[config.mk]
export PLATFORM = sky130hd
export DESIGN_NAME = pipe_adder_flat
export DESIGN_NICKNAME = d
export VERILOG_FILES = /design/src/rtl/adder_pkg.sv /design/src/rtl/pipe_adder_if.sv /design/src/rtl/seg_add.sv /design/src/rtl/pipe_adder.sv /design/src/flat_wrapper.sv
export SDC_FILE = /design/constraint.sdc
export NUM_CORES = 1
export LEC_CHECK = 0
export ABC_AREA = 1
export BUFFER_PORTS_ARGS = -buffer_cell sky130_fd_sc_hd__buf_2
export CAP_MARGIN = 40
export CORE_MARGIN = 3
export CORE_UTILIZATION = 54
export CTS_BUF_LIST = sky130_fd_sc_hd__clkbuf_8
export DETAILED_ROUTE_END_ITERATION = 7
export PLACE_DENSITY = 0.89
export SLEW_MARGIN = 30
export SYNTH_ARGS = -nofsm -noshare
export SYNTH_HDL_FRONTEND = slang
export SYNTH_SLANG_ARGS = --single-unit
[constraint.sdc]
create_clock -name clk -period 2.7 [get_ports clk]
set_clock_uncertainty 0.05 [all_clocks]
set_input_delay 0.405 -clock clk [delete_from_list [all_inputs] [get_ports clk]]
set_output_delay 0.405 -clock clk [all_outputs]
set_load 0.02 [all_outputs]
[src/rtl/adder_pkg.sv]
// adder_pkg: shared definitions for the segmented pipelined adder.
//   op_e        : add/sub operation encoding (OP_ADD=0, OP_SUB=1)
//   DEF_WIDTH   : default operand/result width
//   DEF_SEG     : default segment width handled by one pipeline stage
//   first_carry : carry injected into stage 0 (depends on sub and cin only)
package adder_pkg;

    typedef enum logic {
        OP_ADD = 1'b0,
        OP_SUB = 1'b1
    } op_e;

    localparam int DEF_WIDTH = 32;
    localparam int DEF_SEG   = 8;

    // Subtraction is a + ~b + 1, so the incoming carry is forced to 1 and
    // the user carry-in is ignored.
    function automatic logic first_carry(input logic sub, input logic cin);
        return (op_e'(sub) == OP_SUB) ? 1'b1 : cin;
    endfunction

endpackage

[src/rtl/pipe_adder_if.sv]
// pipe_adder_if: valid/ready operand and result bus of pipe_adder.
//   Input side : in_valid, in_ready, a, b, cin, sub
//   Output side: out_valid, out_ready, s, cout, zero, neg, ovf
//   master modport: the producer/consumer (testbench or surrounding logic)
//   slave modport : the adder itself
interface pipe_adder_if
    import adder_pkg::*;
#(
    parameter int WIDTH = DEF_WIDTH
) ();

    logic             in_valid;
    logic             in_ready;
    logic [WIDTH-1:0] a;
    logic [WIDTH-1:0] b;
    logic             cin;
    logic             sub;
    logic             out_valid;
    logic             out_ready;
    logic [WIDTH-1:0] s;
    logic             cout;
    logic             zero;
    logic             neg;
    logic             ovf;

    modport master (
        output in_valid, a, b, cin, sub, out_ready,
        input  in_ready, out_valid, s, cout, zero, neg, ovf
    );

    modport slave (
        input  in_valid, a, b, cin, sub, out_ready,
        output in_ready, out_valid, s, cout, zero, neg, ovf
    );

endinterface

[src/rtl/seg_add.sv]
// seg_add: combinational SEG-bit adder slice.
//   a, b : segment operands
//   cin  : carry into bit 0
//   s    : segment sum
//   cout : carry out of bit SEG-1
//   cmsb : carry into bit SEG-1 (used for signed overflow on the top slice)
module seg_add
    import adder_pkg::*;
#(
    parameter int SEG = DEF_SEG
) (
    input  logic [SEG-1:0] a,
    input  logic [SEG-1:0] b,
    input  logic           cin,
    output logic [SEG-1:0] s,
    output logic           cout,
    output logic           cmsb
);

    assign {cout, s} = {1'b0, a} + {1'b0, b} + {{SEG{1'b0}}, cin};

    // Sum bit = a ^ b ^ carry_in, so the carry into the MSB falls out of the
    // MSB sum bit without a second adder chain.
    assign cmsb = s[SEG-1] ^ a[SEG-1] ^ b[SEG-1];

endmodule

[src/rtl/pipe_adder.sv]
// pipe_adder: pipelined adder/subtractor, one SEG-bit slice per stage.
//   clk  : clock, all state updates on the rising edge
//   rst  : synchronous active-high reset
//   bus  : pipe_adder_if.slave (operands in, result + flags out, valid/ready
//          on both sides)
// Stage k adds segment k using the carry registered by stage k-1. Register
// set k holds the partial result, carry, and the full operand copies (skew
// registers); register set STAGES-1 is the output register, so latency is
// exactly STAGES cycles. The whole pipe shifts only when the output is empty
// or being consumed, otherwise everything holds (full stall).
// Optional macro PIPE_ADDER_FLAGS_EN: enables registered zero/neg/ovf flags;
// without it the flags are constant 0.
module pipe_adder
    import adder_pkg::*;
#(
    parameter int WIDTH = DEF_WIDTH,
    parameter int SEG   = DEF_SEG
) (
    input logic         clk,
    input logic         rst,
    pipe_adder_if.slave bus
);

    localparam int STAGES = WIDTH / SEG;

    logic                advance;
    logic [STAGES-1:0]   valid_reg;
    logic [STAGES-1:0]   valid_next;
    logic [STAGES-1:0]   carry_reg;
    logic [STAGES-1:0]   carry_next;
    logic [STAGES-1:0]   cmsb_w;
    logic [WIDTH-1:0]    a_reg    [STAGES];
    logic [WIDTH-1:0]    a_next   [STAGES];
    logic [WIDTH-1:0]    b_reg    [STAGES];
    logic [WIDTH-1:0]    b_next   [STAGES];
    logic [WIDTH-1:0]    sum_reg  [STAGES];
    logic [WIDTH-1:0]    sum_next [STAGES];

    assign advance      = !valid_reg[STAGES-1] || bus.out_ready;
    assign bus.in_ready = advance;

    generate
        for (genvar gi = 0; gi < STAGES; gi++) begin : g_stage
            logic [WIDTH-1:0] src_a;
            logic [WIDTH-1:0] src_b;
            logic [WIDTH-1:0] src_s;
            logic             src_c;
            logic             src_v;
            logic [SEG-1:0]   seg_s;
            logic             seg_c;
            logic [WIDTH-1:0] stage_sum;

            if (gi == 0) begin : g_first
                // b is inverted once on entry; later stages just add.
                assign src_a = bus.a;
                assign src_b = (op_e'(bus.sub) == OP_SUB) ? ~bus.b : bus.b;
                assign src_c = first_carry(bus.sub, bus.cin);
                assign src_s = '0;
                assign src_v = bus.in_valid;
            end else begin : g_next
                assign src_a = a_reg[gi-1];
                assign src_b = b_reg[gi-1];
                assign src_c = carry_reg[gi-1];
                assign src_s = sum_reg[gi-1];
                assign src_v = valid_reg[gi-1];
            end

            seg_add #(.SEG(SEG)) u_seg (
                .a    (src_a[gi*SEG +: SEG]),
                .b    (src_b[gi*SEG +: SEG]),
                .cin  (src_c),
                .s    (seg_s),
                .cout (seg_c),
                .cmsb (cmsb_w[gi])
            );

            // Keep the segments already produced, drop in this stage's slice.
            always_comb begin
                stage_sum                  = src_s;
                stage_sum[gi*SEG +: SEG]   = seg_s;
            end

            assign sum_next[gi]   = stage_sum;
            assign carry_next[gi] = seg_c;
            assign valid_next[gi] = src_v;
            assign a_next[gi]     = src_a;
            assign b_next[gi]     = src_b;
        end
    endgenerate

    // Control and result registers (reset) .
    always_ff @(posedge clk) begin
        if (rst) begin
            valid_reg <= '0;
            carry_reg <= '0;
            for (int k = 0; k < STAGES; k++) begin
                sum_reg[k] <= '0;
            end
        end else if (advance) begin
            valid_reg <= valid_next;
            carry_reg <= carry_next;
            for (int k = 0; k < STAGES; k++) begin
                sum_reg[k] <= sum_next[k];
            end
        end
    end

    // Operand skew registers: never reset, only observed through valid stages.
    always_ff @(posedge clk) begin
        if (advance) begin
            for (int k = 0; k < STAGES; k++) begin
                a_reg[k] <= a_next[k];
                b_reg[k] <= b_next[k];
            end
        end
    end

    assign bus.out_valid = valid_reg[STAGES-1];
    assign bus.s         = sum_reg[STAGES-1];
    assign bus.cout      = carry_reg[STAGES-1];

`ifdef PIPE_ADDER_FLAGS_EN
    logic zero_reg;
    logic neg_reg;
    logic ovf_reg;

    always_ff @(posedge clk) begin
        if (rst) begin
            zero_reg <= 1'b0;
            neg_reg  <= 1'b0;
            ovf_reg  <= 1'b0;
        end else if (advance) begin
            zero_reg <= (sum_next[STAGES-1] == '0);
            neg_reg  <= sum_next[STAGES-1][WIDTH-1];
            ovf_reg  <= cmsb_w[STAGES-1] ^ carry_next[STAGES-1];
        end
    end

    assign bus.zero = zero_reg;
    assign bus.neg  = neg_reg;
    assign bus.ovf  = ovf_reg;
`else
    assign bus.zero = 1'b0;
    assign bus.neg  = 1'b0;
    assign bus.ovf  = 1'b0;
`endif

    // The last stage's operand copies and the lower stages' MSB carries have
    // no consumer; fold them into one sink so they are visibly intentional.
    logic unused_sink;
    assign unused_sink = ^{cmsb_w, a_reg[STAGES-1], b_reg[STAGES-1]};

endmodule

[src/flat_wrapper.sv]
// flat-port wrapper written by rule: the top's interface ports become plain ports
module pipe_adder_flat import adder_pkg::*;
#(
    parameter int WIDTH = DEF_WIDTH,
    parameter int SEG   = DEF_SEG
)
  (clk, rst, bus_in_valid, bus_a, bus_b, bus_cin, bus_sub, bus_out_ready, bus_in_ready, bus_out_valid, bus_s, bus_cout, bus_zero, bus_neg, bus_ovf);
  pipe_adder_if #(.WIDTH(WIDTH)) bus_i ();
  input logic clk;
  input logic rst;
  input wire logic [$bits(bus_i.in_valid)-1:0] bus_in_valid;
  input wire logic [$bits(bus_i.a)-1:0] bus_a;
  input wire logic [$bits(bus_i.b)-1:0] bus_b;
  input wire logic [$bits(bus_i.cin)-1:0] bus_cin;
  input wire logic [$bits(bus_i.sub)-1:0] bus_sub;
  input wire logic [$bits(bus_i.out_ready)-1:0] bus_out_ready;
  output wire logic [$bits(bus_i.in_ready)-1:0] bus_in_ready;
  output wire logic [$bits(bus_i.out_valid)-1:0] bus_out_valid;
  output wire logic [$bits(bus_i.s)-1:0] bus_s;
  output wire logic [$bits(bus_i.cout)-1:0] bus_cout;
  output wire logic [$bits(bus_i.zero)-1:0] bus_zero;
  output wire logic [$bits(bus_i.neg)-1:0] bus_neg;
  output wire logic [$bits(bus_i.ovf)-1:0] bus_ovf;
  assign bus_i.in_valid = bus_in_valid;
  assign bus_i.a = bus_a;
  assign bus_i.b = bus_b;
  assign bus_i.cin = bus_cin;
  assign bus_i.sub = bus_sub;
  assign bus_i.out_ready = bus_out_ready;
  assign bus_in_ready = bus_i.in_ready;
  assign bus_out_valid = bus_i.out_valid;
  assign bus_s = bus_i.s;
  assign bus_cout = bus_i.cout;
  assign bus_zero = bus_i.zero;
  assign bus_neg = bus_i.neg;
  assign bus_ovf = bus_i.ovf;
  pipe_adder #(.WIDTH(WIDTH), .SEG(SEG)) u_core (.clk(clk), .rst(rst), .bus(bus_i));
endmodule
# == After elaboration in Yosys (flattened, before gate mapping) ==
# Memory sizes are Yosys's and may differ from the RTL's.
# Index checks and enable logic that the tools add are counted.
# word_totals
latchBits,0
out_inout_bits,38
ff_bits,8
inputBits,70
mem_bits_rw,384
rom_bits,0
mem_count,3
wordCells,32
# op_classes
n_shift,0
reduce_logical,2
div,0
mux,12
n_bitwise,5
addsub,8
mul,0
order_cmp,0
n_eq_ne,0
# mem_list
name,depth,word_bits,read_ports,rd_clocked_by_memory_dff,wr,line_no,rtl
u_core.a_reg,4,32,3,0,4,pipe_adder.sv:32,logic [WIDTH-1:0] a_reg [STAGES];
u_core.b_reg,4,32,3,0,4,pipe_adder.sv:34,logic [WIDTH-1:0] b_reg [STAGES];
u_core.sum_reg,4,32,4,0,4,pipe_adder.sv:36,logic [WIDTH-1:0] sum_reg [STAGES];
# ops
operator,count
32-bit 2-to-1 mux,5
8-bit by 8-bit adder with 9-bit output,4
9-bit by 1-bit adder with 9-bit output,4
32-bit inverter,1
1-bit 2-to-1 mux,7
1-bit OR,4
1-bit logical NOT,1
1-bit logical OR,1

# == Depth between registers and ports, before layout ==
# logic_depth
word_depth,6
ltp_mapped,12
mapped_depth_nobuf,10

# == Modules after synthesis ==
# A second synthesis with hierarchy kept.
# unflattened
hier_cells,647
hier_area_um2,8469.4
# by_module_without_submodules
mod,cells_per_inst,area_each_um2,seq_area_each_um2,instances
pipe_adder,423,6950.4,5445.2,1
seg_add at u_core.g_stage[1].u_seg ...,56,379.1,0.0,3
seg_add at u_core.g_stage[0].u_seg,56,381.6,0.0,1

# == Worst setup path after synthesis ==
# No wires, ideal clock.
# synth_path
path_kind,register to register
from,reg u_core.valid_reg[3]
to,"mem u_core.a_reg[0][10] (netlist name), enable pin"
arrival_time_ns,2.507
path_slack_ns,-0.312
t_required_ns,2.195
path_stages_with_launch,4
path_cell_list,dfxtp_1 > inv_1 > nor2_4 > inv_1
# synth_rtl
item,line_no,rtl
from (decl),pipe_adder.sv:27,logic [STAGES-1:0] valid_reg;
from (signal assigned),pipe_adder.sv:100,valid_reg <= valid_next;
to (decl),pipe_adder.sv:32,

==> reports/results.ini <==
[clocking]
cts.sinks=184
clk_pin_slew_ns=0.09
cts_tree=built
worst_skew_pair.late_latency_ns=0.46
cts_hold_buf=0
root_buffer=clkbuf_8
numCtsBuffers=17
clockBufferDepth=2
cts_setup_buffers=0
htree_levels=4
cts_resized=0

[min_path]
min_path_type=in2reg
worstHoldStart=bus_a[27]

[setup_path]
reg2reg_to=u_core.sum_reg[0][126]
worstRegToRegCells=8
critPathCapture=u_core.sum_reg[0][126]
reg2reg_slack_ns=0.54
critPathArrivalTime_ns=2.34
path_max_fanout=3
worstSetupPathType=reg2reg
cp-startpoint=u_core.a_reg[2][24]
reg2reg_from=u_core.a_reg[2][24]
endpoint_kind=flip-flop
crit_required_ns=2.88
start_kind=flip-flop

[layout]
largest_reg_flops=80
syn_to_final_growth_pct=14.5
multiInputGateArea_sq_mm=0.00196
n_antenna_cell=0
fillers=1026
nets=848
drive_gt1_share_pct=19.7
register_area_sq_mm=0.00545

[timing]
worstMarginPinSlew_ns=0.571
period_share_pct=80.2
finalHoldViolations=0
fmax_ghz=0.462
setup_viol=0
whs_ns=0.0593
layout_setup_ws_ns=0.536
slew_viol_final=0
rsz0062_at_grt=no
period_minus_slack_ns=2.16
slew_headroom_pct=61.8

[floorplan]
die_w_um=127
io_pins=108
coreArea_sq_mm=0.0141
rows=43
start_util_pct=55.8
fp.dieArea_sq_mm=0.0161
die_h_um=127

[drt]
vias=4556
wl_per_cell_um=13.4
drcViolationCount=0
first_pass_iters=5
wl_um=12500
detail-route-antenna-nets=0
post_drt_via_cell_ratio=4.87
drt_iter0_markers=361

[global_route]
grt_pass1_vias=4407
antenna_found_initial=0
overflow=0
grt_max_degree=69
grt_usage_pct=16.3
grt_pass1_wl_um=20300

[logic_synthesis]
synthTopCellsByArea=edfxtp_1 67%, nor2_1 4.5%, ha_1 4.5%, inv_1 4.4%, nand2_1 4.1%
synth.avg_cell_area_sq_um=12.6
netlist_area_sq_mm=0.00787
netlist_instances=627
ys_seq_area_share_pct=69.2
ys_ff_latch=184
yosys.cell_count.top_type=edfxtp_1
yosysTopAreaCell=edfxtp_1
synth.distinct_cells=23
synth_top_area_share_pct=67.1
async_reset_ff_share_pct=0
synth_common_cells=176 x edfxtp_1, 94 x nor2_1, 92 x inv_1, 87 x nand2_1
synth_ff_type=edfxtp_1
ys.warnings.count=0
synth_edf_count=176

[placed_design]
portBuffers=104
dp.final_hpwl_um=8970
preCtsSetupSlack_ns=0.245
gp_congestion=0.869

[status]
outcome=finished clean

[power_and_ir_drop]
peakVddDrop_mv=0.488
power_density_mw_per_mm2=705
p_leak_nw=4.04
total_power_mw=6.35

[run]
cap_violations=0

## power breakdown
part | leakage (nW) | internal [mW] | switching, mW
logic | 1.80 | 0.346 | 0.547
clock network | 0.214 | 0.938 | 0.970
registers | 2.02 | 3.46 | 0.0969
## through the flow
stage / utilization, % / TNS (ns) / cells / area, sq um
after floorplan: - / -1.03 / 629 / 7890
after global placement: 60.9 / 0 / 903 / 8590
after detailed placement: 60.9 / 0 / 903 / 8590
after CTS: 63.9 / 0 / 935 / 9010
after global routing: 63.9 / 0 / 935 / 9010
final: 63.9 / 0 / 935 / 9010
## placed cells by master, fill, tap and decap left out, drive strengths merged, types with 6 or more instances in the layout
cell type and count:
dfxtp 8, nand3 24, xor2 32, nor2 96, edfxtp 176, clkbuf 17, a21oi 32, or2 7
buf 110, nand2 87, fa 8, nand3b 6, ha 28, inv 99
## cell families (layout without fill, tap and decap cells)
kind of cell,after synthesis,count (layout),share of synthesized area (%)
and+or+nand+nor,227,227,12.2
AOI/OAI and AO/OA,38,38,2.45
buffers and inverters,109,235,6.10
other,1,3,0.0476
adders and majority gates,36,36,6.48
xor gates and xnor gates,32,32,3.56
DFF,184,184,69.2
## critical path: stages (launching register included)
cell and delay [ns]:
edfxtp_1 0.41, fa_1 0.46, fa_1 0.45, nand2_1 0.10, nand2_1 0.10, nand3b_1 0.14, nand2_1 0.08, nor2_1 0.09
nor2_1 0.06
## per-layer routing
layer	up-vias	global-route usage (%)	routed length, um
met3	17	5.35	691
li1	2299	-	-
met4	0	6.31	171
met1	2105	19.6	5250
met2	135	27.3	6430
met5	-	0	0
## worst min-delay path by stage
| stage | end | slack, ns | depth (start not counted) |
|---|---|---|---|
| floorplan | u_core.a_reg[1][16] | 0.35 | 0 |
| detailed placement | u_core.a_reg[2][29] | 0.35 | 0 |
| finish | u_core.a_reg[0][27] | 0.06 | 1 |
| global route | u_core.a_reg[0][21] | 0.02 | 1 |
| CTS | u_core.a_reg[0][23] | 0.04 | 1 |
| global placement | u_core.b_reg[1][30] | 0.35 | 0 |
## area by class of cell
class                   instances  area share, %
clock inverters                15           2.12
clock buffers                  17           2.60
multi-input cells             336           21.8
flip-flops and latches        184           60.4
inverters                      93           3.91
well taps                     180           2.50
repair buffers                110           6.69
Note: power is estimated with default switching activity, not from simulation.
